==> src/rtl/a2d_seq_multi_if.sv <==
// SPI master handshake between the ADC sequencer and an external 16-bit SPI master.
// The sequencer is the master side: it issues commands and consumes the returned data.
interface a2d_seq_multi_if;
  logic        spi_wrt;
  logic [15:0] spi_cmd;
  logic        spi_done;
  logic [15:0] spi_rd;

  modport master (output spi_wrt, spi_cmd, input spi_done, spi_rd);
  modport slave  (input spi_wrt, spi_cmd, output spi_done, spi_rd);
endinterface

==> src/rtl/a2d_seq_multi.sv <==
// Round-robin ADC sequencer with optional 2^OVS_LOG2 oversampling and a per-slot result bus.
// Optional low-threshold alarm on one slot is enabled with the A2D_ALARM_EN macro.
module a2d_seq_multi #(
  parameter int          NUM_CH   = 4,
  parameter logic [23:0] CH_MAP   = 24'o76540,
  parameter int          DATA_W   = 12,
  parameter int          OVS_LOG2 = 0
`ifdef A2D_ALARM_EN
  , parameter int        ALARM_SLOT = NUM_CH - 1
`endif
) (
  input  logic                     clk,
  input  logic                     rst,
  input  logic                     nxt,
  input  logic                     auto,
  a2d_seq_multi_if.master          spi,
  output logic [NUM_CH*DATA_W-1:0] result,
  output logic                     upd,
  output logic [2:0]               upd_idx,
  output logic                     busy
`ifdef A2D_ALARM_EN
  , input  logic [DATA_W-1:0]      thresh
  , output logic                   alarm
`endif
);

  localparam int         ACC_W    = DATA_W + OVS_LOG2;
  localparam int         CNT_W    = (OVS_LOG2 > 0) ? OVS_LOG2 : 1;
  localparam logic [2:0] LAST_SEL = 3'(NUM_CH - 1);
  localparam logic [CNT_W-1:0] LAST_CNT = CNT_W'((1 << OVS_LOG2) - 1);

  typedef enum logic [2:0] {S_IDLE, S_CMD, S_GAP, S_RD, S_UPD} state_t;

  state_t                   state_q, state_d;
  logic [2:0]               sel_q, sel_d;
  logic [CNT_W-1:0]         cnt_q, cnt_d;
  logic [ACC_W-1:0]         acc_q, acc_d;
  logic [NUM_CH*DATA_W-1:0] result_q, result_d;
  logic [2:0]               upd_idx_q, upd_idx_d;
  logic [DATA_W-1:0]        avg;
  logic                     wrt_c, upd_c;
`ifdef A2D_ALARM_EN
  logic                     alarm_q, alarm_d;
`endif

  assign avg = DATA_W'(acc_q >> OVS_LOG2);

  // NOTE: every signal written here gets a default first, so no path leaves one unassigned (no latch).
  always_comb begin
    state_d   = state_q;
    sel_d     = sel_q;
    cnt_d     = cnt_q;
    acc_d     = acc_q;
    result_d  = result_q;
    upd_idx_d = upd_idx_q;
    wrt_c     = 1'b0;
    upd_c     = 1'b0;
`ifdef A2D_ALARM_EN
    alarm_d   = alarm_q;
`endif
    case (state_q)
      S_IDLE: if (nxt || auto) begin
        wrt_c   = 1'b1;
        state_d = S_CMD;
      end
      S_CMD: if (spi.spi_done) state_d = S_GAP;
      S_GAP: begin
        wrt_c   = 1'b1;
        state_d = S_RD;
      end
      S_RD: if (spi.spi_done) begin
        acc_d = acc_q + ACC_W'(spi.spi_rd[DATA_W-1:0]);
        if (cnt_q == LAST_CNT) begin
          state_d = S_UPD;
        end else begin
          cnt_d   = cnt_q + 1'b1;
          wrt_c   = 1'b1;
          state_d = S_CMD;
        end
      end
      S_UPD: begin
        result_d[DATA_W*sel_q +: DATA_W] = avg;
        upd_c     = 1'b1;
        upd_idx_d = sel_q;
        acc_d     = '0;
        cnt_d     = '0;
        sel_d     = (sel_q == LAST_SEL) ? 3'd0 : sel_q + 3'd1;
`ifdef A2D_ALARM_EN
        if (sel_q == 3'(ALARM_SLOT)) alarm_d = (avg < thresh);
`endif
        if (auto) begin
          wrt_c   = 1'b1;
          state_d = S_CMD;
        end else begin
          state_d = S_IDLE;
        end
      end
      default: state_d = S_IDLE;
    endcase
  end

  // NOTE: sequential state uses non-blocking assignments only; reset clears the result bank too.
  always_ff @(posedge clk) begin
    if (rst) begin
      state_q   <= S_IDLE;
      sel_q     <= '0;
      cnt_q     <= '0;
      acc_q     <= '0;
      result_q  <= '0;
      upd_idx_q <= '0;
`ifdef A2D_ALARM_EN
      alarm_q   <= 1'b0;
`endif
    end else begin
      state_q   <= state_d;
      sel_q     <= sel_d;
      cnt_q     <= cnt_d;
      acc_q     <= acc_d;
      result_q  <= result_d;
      upd_idx_q <= upd_idx_d;
`ifdef A2D_ALARM_EN
      alarm_q   <= alarm_d;
`endif
    end
  end

  // The command follows sel_d so that the auto-chained pulse in UPD already targets the new slot.
  assign spi.spi_cmd = {2'b00, CH_MAP[3*sel_d +: 3], 11'h000};
  assign spi.spi_wrt = wrt_c && !rst;
  assign upd         = upd_c && !rst;
  assign upd_idx     = upd ? sel_q : upd_idx_q;
  assign busy        = (state_q != S_IDLE) && !rst;
  assign result      = result_q;
`ifdef A2D_ALARM_EN
  assign alarm       = alarm_q;
`endif

  if (DATA_W < 16) begin : g_rd_hi
    logic unused_rd_hi;
    assign unused_rd_hi = ^spi.spi_rd[15:DATA_W];
  end

endmodule

==> src/flat_wrapper.sv <==
// flat-port wrapper written by rule: the top's interface ports become plain ports
module a2d_seq_multi_flat 
#(
  parameter int          NUM_CH   = 4,
  parameter logic [23:0] CH_MAP   = 24'o76540,
  parameter int          DATA_W   = 12,
  parameter int          OVS_LOG2 = 0

)
  (clk, rst, nxt, auto, result, upd, upd_idx, busy, spi_spi_wrt, spi_spi_cmd, spi_spi_done, spi_spi_rd);
  a2d_seq_multi_if spi_i ();
  input  logic clk;
  input  logic rst;
  input  logic nxt;
  input  logic auto;
  output logic [NUM_CH*DATA_W-1:0] result;
  output logic upd;
  output logic [2:0] upd_idx;
  output logic busy;
  output wire logic [$bits(spi_i.spi_wrt)-1:0] spi_spi_wrt;
  output wire logic [$bits(spi_i.spi_cmd)-1:0] spi_spi_cmd;
  input wire logic [$bits(spi_i.spi_done)-1:0] spi_spi_done;
  input wire logic [$bits(spi_i.spi_rd)-1:0] spi_spi_rd;
  assign spi_spi_wrt = spi_i.spi_wrt;
  assign spi_spi_cmd = spi_i.spi_cmd;
  assign spi_i.spi_done = spi_spi_done;
  assign spi_i.spi_rd = spi_spi_rd;
  a2d_seq_multi #(.NUM_CH(NUM_CH), .CH_MAP(CH_MAP), .DATA_W(DATA_W), .OVS_LOG2(OVS_LOG2)) u_core (.clk(clk), .rst(rst), .nxt(nxt), .auto(auto), .spi(spi_i), .result(result), .upd(upd), .upd_idx(upd_idx), .busy(busy));
endmodule
==> config.mk <==
export PLATFORM = sky130hd
export DESIGN_NAME = a2d_seq_multi_flat
export DESIGN_NICKNAME = d
export VERILOG_FILES = /design/src/rtl/a2d_seq_multi_if.sv /design/src/rtl/a2d_seq_multi.sv /design/src/flat_wrapper.sv
export SDC_FILE = /design/constraint.sdc
export NUM_CORES = 1
export LEC_CHECK = 0
export BUFFER_PORTS_ARGS = -buffer_cell sky130_fd_sc_hd__buf_2
export CORE_MARGIN = 4
export CORE_UTILIZATION = 56
export CTS_CLUSTER_DIAMETER = 60
export DETAILED_ROUTE_END_ITERATION = 12
export GPL_TIMING_DRIVEN = 1
export PLACE_DENSITY = 0.81
export SLEW_MARGIN = 20
export SYNTH_ARGS = -nofsm -noshare
export SYNTH_HDL_FRONTEND = slang
export SYNTH_SLANG_ARGS = --single-unit
==> constraint.sdc <==
create_clock -name clk -period 4.3 [get_ports clk]
set_clock_uncertainty 0.05 [all_clocks]
set_input_delay 0.43 -clock clk [delete_from_list [all_inputs] [get_ports clk]]
set_output_delay 0.43 -clock clk [all_outputs]
set_load 0.1 [all_outputs]
==> results of run 1 <==
registers in the layout, indices dropped and copies added (netlist names):
name              flops
u_core.sel_q          3
u_core.state_q        3
u_core.acc_q         12
u_core.upd_idx_q      3
u_core.result        48
power by group:
part	internal [mW]	leakage, nW	switching (mW)
registers	0.643	0.556	0.0109
logic	0.0330	1.47	0.117
clock network	0.281	0.0943	0.245
synthesized netlist by cell type, types with 5 or more instances:
library cell and n:
nand3_1 14, buf_1 8, and3_1 7, a32o_1 5
nor2_1 79, nand2b_1 5, ha_1 17, clkbuf_1 20
buf_2 8, buf_4 13, a21oi_1 43, a211oi_1 13
a31oi_1 5, o21a_1 7, xnor2_1 7, inv_1 10
mux2_2 7, mux2i_1 41, dfxtp_1 69, o21ai_0 18
nand2_1 46, nor3_1 17
per-stage QoR:
stage               cell area, um^2  instances  hold WS (ns)  util, %
floorplan                      4441        556        0.3838        -
global placement               4763        689        0.3885    61.96
detailed placement             4763        689        0.3948    61.96
CTS                            4964        705        0.3391    64.57
global route                   4964        705        0.3801    64.57
finish                         4964        705        0.3532    64.57
cells by family after synthesis:
family	Yosys count	synth area share, %
fa+ha+maj	19	5.750
other cells	1	0.08532
mux	48	11.13
xor+xnor	11	2.363
flops	69	31.43
compound gates	133	20.58
buf+inv	61	6.547
simple gates	202	22.12
worst max path at each step:
stage,slack [ns],end,startpoint,depth (start not counted)
after floorplan,0.09,spi_spi_cmd[11],u_core.sel_q[0],7
after global placement,0.74,u_core.result[7],u_core.sel_q[1],11
after detailed placement,0.63,u_core.result[7],u_core.sel_q[1],11
after CTS,0.61,spi_spi_cmd[13],u_core.sel_q[0],8
after global routing,0.33,spi_spi_cmd[13],u_core.sel_q[0],8
final,0.52,spi_spi_cmd[13],u_core.sel_q[0],8
worst max-delay path, delay by kind of cell, from the launching register on:
family / cells / cell delay, ns
AOI/OAI and AO/OA: 3 / 0.77
adders and majority gates: 1 / 0.54
buffers and inverters: 3 / 0.87
DFF: 1 / 0.35
muxes: 1 / 0.40
final cells by class:
cell class / instances / area (um^2)
tap: 102 / 127.6
clock buffer: 10 / 137.6
fill: 677 / 2724
clock inverter: 6 / 62.56
inverter: 12 / 45.04
multi-input combinational: 426 / 2776
sequential: 69 / 1381
timing repair buffer: 80 / 432.9
layer usage:
metal / part of all wire [%] / track usage, % / up-vias
li1: - / - / 2030
met1: 43 / 32.84 / 1955
met2: 45 / 39.94 / 190
met3: 8.7 / 6.119 / 25
met4: 2.5 / 9.463 / 0
met5: 0 / 0 / -
==> results.cfg, run 1 <==
[drt]
wirelength_mm = 11.46
vias = 4200
ant_nets = 0
drcViolationCount = 0
vias_per_cell = 5.957
wire_per_inst_um = 16.26
drt-initial-drc-count = 327
first_pass_iters = 6

[synth]
synthFlopType = dfxtp_1
yosysTopAreaCell = dfxtp_1
synth_area_leaders = dfxtp_1 (31%), mux2i_1 (9.3%), nor2_1 (6.7%)
syn-cell-area_mm2 = 0.004395
synth_cell_types = 70
seq_area_frac_synth_pct = 31.43
synth_warnings = 0
ys_ff_latch = 69
synthArstFlopShare_pct = 0
synth_top_area_share_pct = 31.43
netlist_instances = 544
avgSynthCellArea_um2 = 8.080
synth_edf_count = 0

[global_route]
grt_pass1_wl_mm = 18.22
grt_usage_pct = 25.09
antenna_found_initial = 0
grt_pass1_vias = 3867
grt-ovfl-total = 0
grt_max_degree = 70

[layout]
syn2layout_area_growth_pct = 12.92
final_cell_mix = nor2_1 (79), buf_2 (72), dfxtp_1 (69)
antenna-diode-count = 0
drive_above_1_share_pct = 19.90
nets = 638
mostFrequentLayoutCell = nor2_1

[timing]
rsz0062_at_grt = no
tightestPinTransition_ns = 0.7847
min_period_ns = 3.778
relSlewSlack_pct = 47.48
final_hold_viol_count = 0
max_freq_ghz = 0.2647
period_share_pct = 87.86
fin_ws_ns = 0.5222
setup_viol = 0
slew_violations = 0
tns_ns = 0

[pwr]
leakage_nw = 2.123
total_power_mw = 1.330
power_density_mw_per_mm2 = 267.9
vdd_ir_drop_max_mv = 0.2051

[place]
hpwlAfterDp_mm = 8.468
io_buffers = 73
pre_cts_ws_ns = 0.6266
place_congestion = 0.9257

[clock_network]
cts_buffers = 9
clock_path_buffers = 2
tritoncts = done
clk_latency_ns = 0.34
cts_root_buffer = clkbuf_8
clkTransAtPathRegs_ns = 0.07
htree_levels = 3
cts-resized-gates = 0
cts_hold_buf = 0
post_cts_buffers = 0
clkSinkCount = 69

[floorplanning]
rows = 32
fp.dieArea_mm2 = 0.009331
ioPinCount = 91
die_w_um = 96.60
die_h_um = 96.60
initial_core_util_pct = 57.18
core-area_mm2 = 0.007687

[min_path]
min_from = nxt
hold_path_depth = 3
hold_end = u_core.state_q[0]
min_path_type = input pin to register

[job]
cap_violations = 0

[setup_path]
cp.required_ns = 3.82
reg2reg_slack_ns = 0.59
reg2regPathDepth = 11
crit_arrival_ns = 3.30
crit_path_cell_trace = buf_4, inv_2, ha_1, a31oi_1, mux2_2, a21oi_1, o21ai_0, buf_12
worstReg2RegEnd = u_core.result[7]
cp-start-kind = register
r2r-start = u_core.sel_q[1]
cp_slowest_cell = ha_1
max_stage_delay_ns = 0.54
critPathCaptureType = output port
cp_max_fo = 47
crit_type = register to output port

[outcome]
outcome = finished, final reports clean
Note: power is estimated with default switching activity, not from simulation.
==> inputs of run 2 (changes only) <==
- CORE_UTILIZATION: 56 -> 50
- PLACE_DENSITY: 0.81 -> 0.77
- clock period: 4.3 -> 3.2 ns (I/O delays scaled with it)
==> results.cfg, run 2 (synthesized netlist as in run 1, its figures left out) <==
[layout]
largest_reg_flops = 48
fin_util_pct = 62.89
syn2layout_area_growth_pct = 19.93
nets = 667
final-seq-area_mm2 = 0.001386
drive_above_1_share_pct = 25.47
stdcell_count = 737
final_cell_mix = nor2_1 (78), buf_2 (71), dfxtp_1 (67)
antenna-diode-count = 0
fill_cells = 742
multi_input_area_mm2 = 0.002843
mostFrequentLayoutCell = nor2_1

[drt]
drcViolationCount = 0
ant_nets = 0
drt-initial-drc-count = 282
wire_per_inst_um = 17.06
wirelength_mm = 12.57
first_pass_iters = 5
vias = 4306
vias_per_cell = 5.843

[place]
pre_cts_ws_ns = -0.05955
dpl.cell_count = 721
io_buffers = 73
hpwlAfterDp_mm = 9.353
place_congestion = 0.9255

[floorplanning]
die_w_um = 101.8
fp.dieArea_mm2 = 0.01036
rows = 33
ioPinCount = 91
initial_core_util_pct = 52.44
core-area_mm2 = 0.008382
die_h_um = 101.8

[timing]
final_hold_viol_count = 0
min_period_ns = 3.095
fin_ws_ns = 0.1048
setup_viol = 0
max_freq_ghz = 0.3231
rsz0062_at_grt = no
slew_violations = 0
tightestPinTransition_ns = 0.6770
period_share_pct = 96.73
relSlewSlack_pct = 54.52

[setup_path]
cp.required_ns = 3.41
r2r-start = u_core.sel_q[1]
reg2regPathDepth = 11
crit_arrival_ns = 3.30
crit_path_cell_trace = ha_2, inv_1, fa_2, xor2_4, and3_4, ha_4, or3_1, or4b_4, o21ai_4, nor2_1, a311oi_1
max_stage_delay_ns = 0.54
cp_slowest_cell = or4b_4
cp_max_fo = 8
critPathCaptureType = register
critPathLaunch = u_core.sel_q[1]
cp-start-kind = register
crit_type = register to register

[pwr]
power_density_mw_per_mm2 = 341.4
p_switching_mw = 0.5093
leakage_nw = 2.294
intPower_mw = 1.290
total_power_mw = 1.799
swShare_pct = 28.30
vdd_ir_drop_max_mv = 0.2533
p_comb_share_pct = 11.6
power_frac_seq_pct = 48.7
clockPowerShare_pct = 39.7

[clock_network]
post_cts_buffers = 0
clock_path_buffers = 2
clkTransAtPathRegs_ns = 0.07
cts_root_buffer = clkbuf_8
tritoncts = done
clk_latency_ns = 0.35
htree_levels = 3
clkSinkCount = 69
cts_buffers = 9

[outcome]
outcome = finished, final reports clean

[global_route]
grt_usage_pct = 24.92
grt-ovfl-total = 0
antenna_found_initial = 0
grt_pass1_wl_mm = 20.56
grt_pass1_vias = 4202
grt_max_degree = 48

[min_path]
min_path_type = input pin to register
hold_path_depth = 3
min_from = nxt

[job]
cap_violations = 0
[run 2: worst paths after layout]
path,slack (ns),endpoint
setup / recovery,0.10,u_core.result[7]
hold / removal,0.25,u_core.state_q[0]
setup reg to reg,0.10,u_core.result[7]
hold reg to reg,0.40,u_core.result[0]
[run 2: layer usage]
| layer | global-route usage, % | vias up | wire length (um) |
|---|---|---|---|
| met5 | 0 | - | 0 |
| met4 | 7.157 | 0 | 167 |
| met3 | 5.234 | 17 | 861 |
| met2 | 41.10 | 167 | 5849 |
| met1 | 32.93 | 2026 | 5694 |
| li1 | - | 2096 | - |
[run 2: area by class of cell]
class | count | area share, %
clock buffers | 12 | 2.753
well taps | 105 | 2.492
clock inverters | 4 | 0.9020
multi-input cells | 426 | 53.93
repair buffers | 109 | 12.75
inverters | 12 | 0.8782
flip-flops and latches | 69 | 26.30
[run 2: power groups by stage]
stage | clock [mW] | sequential [mW] | combinational, mW
final | 0.715 | 0.877 | 0.208
after global routing | 0.762 | 0.878 | 0.223
after CTS | 0.724 | 0.877 | 0.206
after detailed placement | 0 | 0.897 | 0.206
after global placement | 0 | 0.896 | 0.202
after floorplan | 0 | 0.895 | 0.182
[run 2: through the flow]
| stage | instance area [um^2] | hold slack, ns | TNS (ns) |
|---|---|---|---|
| 2_1_floorplan | 4493 | 0.3838 | -0.3669 |
| 3_5_place_dp | 5050 | 0.3985 | -0.08314 |
| 5_1_grt | 5271 | 0.2829 | 0 |
| 6_report | 5271 | 0.2469 | 0 |
| 3_3_place_gp | 5050 | 0.3858 | 0 |
| 4_1_cts | 5249 | 0.2364 | 0 |
[run 2: worst max-delay path, delay by kind of cell, from the launching register on]
family | cells | cell delay [ns]
compound gates | 2 | 0.38
xor+xnor | 1 | 0.20
fa+ha+maj | 3 | 0.76
buf+inv | 1 | 0.06
flops | 1 | 0.38
simple gates | 4 | 1.17
[run 2: timing repair]
item / in CTS / in global routing
gates cloned: 0 / 0
hold buffers: 0 / 0
endpoints found under the setup margin: 4 / 22
gates resized for setup: 2 / 6
